===== config.mk =====
export PLATFORM = sky130hd
export DESIGN_NAME = avalon_row_reader
export DESIGN_NICKNAME = d
export VERILOG_FILES = /design/src/rtl/avalon_row_reader.sv
export SDC_FILE = /design/constraint.sdc
export NUM_CORES = 1
export LEC_CHECK = 0
export ABC_AREA = 1
export CORE_MARGIN = 1
export CORE_UTILIZATION = 55
export DETAILED_ROUTE_END_ITERATION = 10
export GPL_ROUTABILITY_DRIVEN = 1
export GPL_TIMING_DRIVEN = 0
export PLACE_DENSITY = 0.8
export SLEW_MARGIN = 20
export SYNTH_ARGS = -nofsm -noshare
export SYNTH_HDL_FRONTEND = slang
export SYNTH_SLANG_ARGS = --single-unit

===== constraint.sdc =====
create_clock -name clk -period 8.8 [get_ports clk]
set_clock_uncertainty 0.1 [all_clocks]
set_input_delay 1.76 -clock clk [delete_from_list [all_inputs] [get_ports clk]]
set_output_delay 1.76 -clock clk [all_outputs]
set_load 0.02 [all_outputs]

===== src/rtl/avalon_row_reader.sv =====
// Avalon-MM read master: fetches num_rows consecutive 64-bit rows into a small FIFO and streams them out.
// Optional watchdog on read data, enabled by defining READ_TIMEOUT_EN.
module avalon_row_reader #(
    parameter  int unsigned FIFO_DEPTH     = 4,
    parameter  int unsigned MAX_ROWS       = 8,
    parameter  int unsigned ADDR_STRIDE    = 1,
    parameter  int unsigned TIMEOUT_CYCLES = 64,
    localparam int unsigned IDX_W          = (MAX_ROWS > 1) ? $clog2(MAX_ROWS) : 1
) (
    input  logic             clk,
    input  logic             reset_n,
    input  logic             start,
    input  logic [31:0]      base_addr,
    input  logic [3:0]       num_rows,
    output logic [31:0]      address,
    output logic             read,
    input  logic [63:0]      readdata,
    input  logic             readdatavalid,
    input  logic             waitrequest,
    output logic [63:0]      row_data,
    output logic [IDX_W-1:0] row_idx,
    output logic             row_valid,
    input  logic             row_ready,
    output logic             busy,
    output logic             done,
    output logic             err
);

    localparam int unsigned PTR_W = $clog2(FIFO_DEPTH);
    localparam int unsigned CNT_W = PTR_W + 1;

    typedef enum logic [2:0] {
        S_IDLE,
        S_ISSUE,
        S_WAIT_DATA,
        S_STALL,
        S_DRAIN
    } state_t;

    state_t             state_q, state_d;
    logic [IDX_W-1:0]   idx_q, idx_d;
    logic [31:0]        base_q, base_d;
    logic [3:0]         rows_q, rows_d;
    logic [31:0]        address_q, address_d;
    logic               read_q, busy_q, done_q, done_d;

    logic [63:0]        mem_data_q [FIFO_DEPTH];
    logic [IDX_W-1:0]   mem_idx_q  [FIFO_DEPTH];
    logic [PTR_W-1:0]   wr_ptr_q, rd_ptr_q;
    logic [CNT_W-1:0]   count_q, cnt_post;

    logic push, pop, flush, last_row, job_start, tmo_hit;

    assign row_valid = (count_q != '0);
    assign pop       = row_valid && row_ready;
    assign row_data  = mem_data_q[rd_ptr_q];
    assign row_idx   = mem_idx_q[rd_ptr_q];
    assign address   = address_q;
    assign read      = read_q;
    assign busy      = busy_q;
    assign done      = done_q;

    assign last_row  = (32'(idx_q) + 32'd1 == 32'(rows_q));
    assign cnt_post  = count_q + CNT_W'(1) - CNT_W'(pop);

    always_comb begin
        state_d   = state_q;
        idx_d     = idx_q;
        base_d    = base_q;
        rows_d    = rows_q;
        done_d    = 1'b0;
        push      = 1'b0;
        flush     = 1'b0;
        job_start = 1'b0;
        case (state_q)
            S_IDLE: begin
                if (start) begin
                    job_start = 1'b1;
                    base_d    = base_addr;
                    rows_d    = num_rows;
                    idx_d     = '0;
                    if (num_rows != 4'd0) state_d = S_ISSUE;
                    else                  done_d  = 1'b1;
                end
            end
            S_ISSUE: begin
                if (!waitrequest) state_d = S_WAIT_DATA;
            end
            S_WAIT_DATA: begin
                if (readdatavalid) begin
                    push = 1'b1;
                    if (last_row) begin
                        state_d = S_DRAIN;
                    end else begin
                        idx_d   = idx_q + IDX_W'(1);
                        // Only re-issue when a slot is guaranteed free for the next beat
                        state_d = (cnt_post < CNT_W'(FIFO_DEPTH)) ? S_ISSUE : S_STALL;
                    end
                end else if (tmo_hit) begin
                    flush   = 1'b1;
                    done_d  = 1'b1;
                    state_d = S_IDLE;
                end
            end
            S_STALL: begin
                if (count_q < CNT_W'(FIFO_DEPTH)) state_d = S_ISSUE;
            end
            S_DRAIN: begin
                if (count_q == '0) begin
                    done_d  = 1'b1;
                    state_d = S_IDLE;
                end
            end
            default: state_d = S_IDLE;
        endcase
    end

    assign address_d = base_d + 32'(idx_d) * 32'(ADDR_STRIDE);

    always_ff @(posedge clk or negedge reset_n) begin
        if (!reset_n) begin
            state_q   <= S_IDLE;
            idx_q     <= '0;
            base_q    <= '0;
            rows_q    <= '0;
            address_q <= '0;
            read_q    <= 1'b0;
            busy_q    <= 1'b0;
            done_q    <= 1'b0;
        end else begin
            state_q   <= state_d;
            idx_q     <= idx_d;
            base_q    <= base_d;
            rows_q    <= rows_d;
            address_q <= address_d;
            read_q    <= (state_d == S_ISSUE);
            busy_q    <= (state_d != S_IDLE);
            done_q    <= done_d;
        end
    end

    always_ff @(posedge clk or negedge reset_n) begin
        if (!reset_n) begin
            wr_ptr_q <= '0;
            rd_ptr_q <= '0;
            count_q  <= '0;
            for (int unsigned i = 0; i < FIFO_DEPTH; i++) begin
                mem_data_q[i] <= '0;
                mem_idx_q[i]  <= '0;
            end
        end else if (flush) begin
            wr_ptr_q <= '0;
            rd_ptr_q <= '0;
            count_q  <= '0;
        end else begin
            if (push) begin
                mem_data_q[wr_ptr_q] <= readdata;
                mem_idx_q[wr_ptr_q]  <= idx_q;
                wr_ptr_q             <= wr_ptr_q + PTR_W'(1);
            end
            if (pop) rd_ptr_q <= rd_ptr_q + PTR_W'(1);
            count_q <= count_q + CNT_W'(push) - CNT_W'(pop);
        end
    end

`ifdef READ_TIMEOUT_EN
    localparam int unsigned TMO_W = $clog2(TIMEOUT_CYCLES + 1);

    logic [TMO_W-1:0] tmo_q;
    logic             err_q;

    assign tmo_hit = (state_q == S_WAIT_DATA) && !readdatavalid &&
                     (tmo_q == TMO_W'(TIMEOUT_CYCLES - 1));
    assign err     = err_q;

    always_ff @(posedge clk or negedge reset_n) begin
        if (!reset_n) begin
            tmo_q <= '0;
            err_q <= 1'b0;
        end else begin
            if (state_q == S_WAIT_DATA && !readdatavalid && !tmo_hit) tmo_q <= tmo_q + TMO_W'(1);
            else                                                      tmo_q <= '0;
            if (job_start)    err_q <= 1'b0;
            else if (tmo_hit) err_q <= 1'b1;
        end
    end
`else
    logic unused_cfg;

    assign tmo_hit    = 1'b0;
    assign err        = 1'b0;
    assign unused_cfg = ^{job_start, 32'(TIMEOUT_CYCLES)};
`endif

endmodule


# Yosys cells after proc, flatten, opt, wreduce, memory -nomap -nowiden
# Cells that the tools add are included.
# word_totals
memories	0
word_cells	82
input_bits	106
ff_bits	352
romBits	0
mem_bits_rw	0
latchBits	0
# op_classes
order_cmp	5
n_eq_ne	6
n_shift	0
n_bitwise	2
div	0
multipliers	0
n_addsub	9
reduce_logical	8
n_mux	33
# ops
cell	n
256-bit bitwise mux	1
64-bit two-way mux	3
64-bit binary-select mux with 2-bit select	1
64-bit demux with 2-bit select	1
32-bit two-way mux	2
3-bit two-way mux	13
32-bit by 3-bit adder with 32-bit output	1
3-bit case mux with 5 select lines	1
12-bit bitwise mux	1
3-bit by 1-bit adder with 3-bit output, second input constant	2
3-bit binary-select mux with 2-bit select	1
3-bit demux with 2-bit select	1
3-bit by 1-bit equality test with 1-bit output, second input constant	2
3-bit by 2-bit equality test with 1-bit output, second input constant	2
3-bit greater-or-equal comparator, second input constant	2
3-bit zero test	2
3-bit less-than comparator, second input constant	2
2-bit NOT with 3-bit output	2
3-bit case mux with 2 select lines	1
3-bit nonzero test	2
3-bit by 1-bit subtractor with 3-bit output	2
1-bit two-way mux	5
2-bit by 1-bit adder with 2-bit output, second input constant	2
3-bit by 1-bit adder with 4-bit output, second input constant	1
9 further kinds	10

# Logic depth before layout (Yosys ltp)
# depth
word_depth	9
ltp_mapped	21

# Worst setup path before layout
# No wires, ideal clock.
# synth_timing
path_kind	input to register
from	in start
to	reg address_q[12], in the netlist address[12]
setup_slack_ps	4657
required_ps	8576
path_stages	16
arrival_time_ps	3919
setup_time_ps	124
n_path_buf	3
path_cell_list	inv_1 > nor2_4 > nand2_4 > buf_6 > buf_4 > clkbuf_1 > nand2_1 > nand2_1 > ha_1 > fa_1 > a21oi_1 > nand3b_2 > nor2_2 > nand2_2 > nor2_4 > xor2_1
# synth_via
elab_chain_len	3
word_cells_on_any_way	5
# synth_lines
item	line	source
from (decl)	12	input logic start,
32-bit two-way mux	77	if (start) begin
32-bit two-way mux	75	case (state_q)
net base_d[0]	42	logic [31:0] base_q, base_d;
32-bit by 3-bit adder with 32-bit output	118	assign address_d = base_d + 32'(idx_d) * 32'(ADDR_STRIDE);
net address_d[12]	44	logic [31:0] address_q, address_d;
to (signal assigned)	135	address_q <= address_d;
to (decl)	44	
# The timed path passes the listed nets, and every way through them passes these cells.
# A chain may end at the register's enable or synchronous reset.

# Worst setup path after layout
# layout_timing
from	reg rd_ptr_q[0]
to	out row_data[62]
# layout_via
elab_chain_len	4
# layout_lines
item	line	source
from (decl)	49	logic [PTR_W-1:0] wr_ptr_q, rd_ptr_q;
from (signal assigned)	161	if (pop) rd_ptr_q <= rd_ptr_q + PTR_W'(1);
2-bit NOT with 3-bit output (implied by the code)	56	assign row_data = mem_data_q[rd_ptr_q];
64-bit binary-select mux with 2-bit select	56	
64-bit two-way mux (implied by the code) (2 in series)	56	
to (decl)	20	output logic [63:0] row_data,
# Every way passes these cells. The select of a mux whose other input is x is not followed.

==> impl_summary.md <==
Layout
The most frequent standard cell in the layout excluding fill and tap cells is sky130_fd_sc_hd__nand2_1. 0 antenna diodes ended up in the layout. In the final design database the tool counted 2254 nets. The top cell types in the final layout, fill and taps aside, are 465 x sky130_fd_sc_hd__nand2_1, 352 x sky130_fd_sc_hd__dfrtp_1, 348 x sky130_fd_sc_hd__o21ai_0. Cells fill 71.2% of the core in the end. From synthesis to final layout, the design area changed by 25.7%. In the final layout, the share of cells above drive strength 1 is 7.26%.

Timing
Summed over all failing endpoints, the final setup total negative slack is 0 ns. The share of the cycle needed by the critical path after routing is 63.0%. For the pin with the worst max-slew slack, the measured transition is 0.712 ns. Setup repair after global routing left no endpoint under its margin. The number of max-slew violations in the final report was 0. The relative slew slack is 52.5%. The tightest hold margin is 0.380 ns. For this run, the top clock speed supported by timing is 0.180 GHz. The number of failing hold endpoints at the final stage is 0. Setup violations remaining at the end of the flow were counted as 0. The worst path meets setup with 3.25 ns of slack.

The routed design could run at a clock period as short as 5.55 ns.

Placement
The count of buffers inserted at the top-level ports is 208. The worst setup timing slack at the placement stage is 3.75 ns. The placer congestion estimate is 1.01. Detailed placement ended at an HPWL of 32.2 mm.

Clock tree
The clock-pin slew on the worst setup and hold paths is 0.06 ns. Clock tree synthesis selected as its root buffer the cell sky130_fd_sc_hd__clkbuf_16. The deepest clock path buffer count is 3. The deepest level of the CTS H-tree is 2. The clock tree from TritonCTS is built. The total CTS buffers is 38. The post-cts gate resize count is 0. After clock tree synthesis, the setup repair step added 0 buffers. The clock latency of the later-clocked register in the worst-skew pair is 0.53 ns.

The hold buffer count at CTS is 0. The number of sinks driven by the clock tree is 352.

Detailed routing
In the routed design, unresolved DRC markers number 0. The wire length per cell is 18.8 µm. The via count is 14600. In this run, the number of DRC markers left after iteration 0 of detailed routing was 1609.

The total length of routed wires is 47.8 mm. The count of nets left with antenna violations once routing finished came out at 0. The per-cell via count in the routed design is 5.74. The first detailed-routing pass took 6 iterations.

Die
The standard cell core area is 28100 µm². The die covers 29600 µm². The vertical die dimension is 172 µm. The number of rows created at floorplan is 61.

The initial utilization of the core area, before any placement, comes to 56.7%. The horizontal die dimension is 172 µm. 210 I/O pins were placed.

Worst setup path
The maximum fanout count along the critical path is 10. The critical path startpoint category is a register. The endpoint required time on the critical path is 6.94 ns. The capturing element type of the critical path is an output pin.

The most critical setup path has its startpoint at rd_ptr_q[0]. The launching point of the worst reg2reg path is idx_q[0]. The data arrival time of the critical path is 3.69 ns. The critical path is of the reg2out type.

Min path
The path class of the lowest-slack min-delay path is reg2reg. The worst hold path begins at mem_data_q[143].

Synthesis
Synthesis inferred 352 register bits. The share of the synthesized area in the top cell type is 55.4%. Yosys attributes the largest share of cell area to sky130_fd_sc_hd__dfrtp_1 55%, sky130_fd_sc_hd__nand2_1 11%, sky130_fd_sc_hd__o21ai_0 11%.

The post-synth design cell area is 15900 µm². The count of warnings emitted by yosys is 0. The sequential element share of the synthesized area is 55.4%. The count of mapped cells out of synthesis is 1884. The number of nets in the synthesized netlist is 2002. The number of unique standard cell types used by synthesis is 32. The dominant cell type by area after synthesis is sky130_fd_sc_hd__dfrtp_1. Each instance of the synthesized netlist takes up on average 8.45 µm².

GRT
met2 is the most crowded layer. Global routing consumed, over all layers together, 33.2% of the routing resources. The initial antenna violation count is 0. The first global-routing pass estimated 75.3 mm of wire. Global routing used 42.7% of the available met1 tracks. The via count of the first global-routing pass is 14400. In the global route stage, met2 resource usage came out at 54.4%.

Entering global routing, the biggest net connects 101 pins. Global routing finished with a remaining overflow of 0. For met3 alone, demand over resource in global routing was 5.97%.

Job
The number of violations of the max-capacitance limit is 0.

Power
Overall power consumption after layout is estimated at 8100 µW. The power per cell area is 405 nW/µm². IR analysis of the VDD net gives a maximum drop of 0.247 mV. The analysis attributes to cell leakage a power of 0.00938 µW.

Status
The run finished with clean final reports.
metal layers:
layer	routed length, µm	vias to the layer above	part of all wire [%]
met3	4120	138	8.6
met1	18700	7005	39
met5	0	-	0
met2	23100	774	48
li1	-	6664	-
met4	1910	0	4.0
power by group:
part / switching [µW] / leakage [µW] / internal [µW]
Sequential: 364 / 0.00455 / 2320
Combinational: 2210 / 0.00412 / 1410
Clock: 657 / 0.000705 / 1140
cells in the mapped netlist:
master and number:
sky130_fd_sc_hd__a21oi_1 4, sky130_fd_sc_hd__and2_1 2, sky130_fd_sc_hd__buf_1 1, sky130_fd_sc_hd__buf_2 32, sky130_fd_sc_hd__buf_4 5, sky130_fd_sc_hd__buf_6 5, sky130_fd_sc_hd__clkbuf_1 71, sky130_fd_sc_hd__clkinv_1 1
sky130_fd_sc_hd__conb_1 1, sky130_fd_sc_hd__dfrtp_1 352, sky130_fd_sc_hd__fa_1 2, sky130_fd_sc_hd__ha_1 10, sky130_fd_sc_hd__inv_1 125, sky130_fd_sc_hd__inv_2 1, sky130_fd_sc_hd__nand2_1 465, sky130_fd_sc_hd__nand2_2 21
sky130_fd_sc_hd__nand2_4 3, sky130_fd_sc_hd__nand3_1 44, sky130_fd_sc_hd__nand3b_1 21, sky130_fd_sc_hd__nand3b_2 1, sky130_fd_sc_hd__nand4_1 9, sky130_fd_sc_hd__nor2_1 183, sky130_fd_sc_hd__nor2_2 10, sky130_fd_sc_hd__nor2_4 7
sky130_fd_sc_hd__nor3_1 1, sky130_fd_sc_hd__o211a_1 1, sky130_fd_sc_hd__o21ai_0 348, sky130_fd_sc_hd__o21ai_1 65, sky130_fd_sc_hd__o22ai_1 69, sky130_fd_sc_hd__or2_2 2, sky130_fd_sc_hd__xnor2_1 4, sky130_fd_sc_hd__xor2_1 18
stage by stage:
step                std cells  area (µm²)
floorplan                1884       15900
global placement         2470       18500
detailed placement       2474       18600
CTS                      2542       20000
global route             2542       20000
finish                   2542       20000
critical path, stage by stage, from the launching register on:
cell and delay (ns):
sky130_fd_sc_hd__dfrtp_1 0.37, sky130_fd_sc_hd__clkbuf_1 0.33, sky130_fd_sc_hd__clkinv_1 0.32, sky130_fd_sc_hd__clkbuf_1 0.54, sky130_fd_sc_hd__clkbuf_1 0.53, sky130_fd_sc_hd__nor2_1 0.09, sky130_fd_sc_hd__o22ai_1 0.32, sky130_fd_sc_hd__clkdlybuf4s50_1 0.68
logic make-up (layout without fill, tap and decap cells):
logic type | after synthesis | after routing | share of synthesized area, %
other | 1 | 1 | 0.0236
XOR/XNOR | 22 | 22 | 1.21
AO/OA/AOI/OAI | 487 | 487 | 15.9
adder cells (fa/ha/maj) | 12 | 12 | 1.04
flip-flops | 352 | 352 | 55.4
buffers and inverters | 241 | 521 | 6.29
AND/OR/NAND/NOR | 769 | 769 | 20.2
state kept, by name, indices dropped and copies added, names as in the netlist:
signal and count:
mem_data_q 256, address 32, base_q 32, mem_idx_q 12, rows_q 4, count_q 3
idx_q 3, state_q 3, rd_ptr_q 2, wr_ptr_q 2, busy 1, done 1
read 1
final timing paths:
kind | end | slack (ns) | cells past startpoint
max | row_data[62] | 3.25 | 7
min | mem_data_q[143] | 0.38 | 2
max reg2reg | address[28] | 5.27 | 19
min reg2reg | mem_data_q[143] | 0.38 | 2
max in group asynchronous | base_q[25] | 6.02 | 4
min in group asynchronous | mem_data_q[18] | 1.02 | 1
final cells by class:
type	count	area, µm²
buffer	114	524
clock buffer	50	1100
clock inverter	18	319
fill	2182	8090
inverter	127	477
multi-input combinational	1291	6100
sequential	352	8810
tap	378	473
timing repair buffer	212	2200
Power figures use the tool's default switching activity.
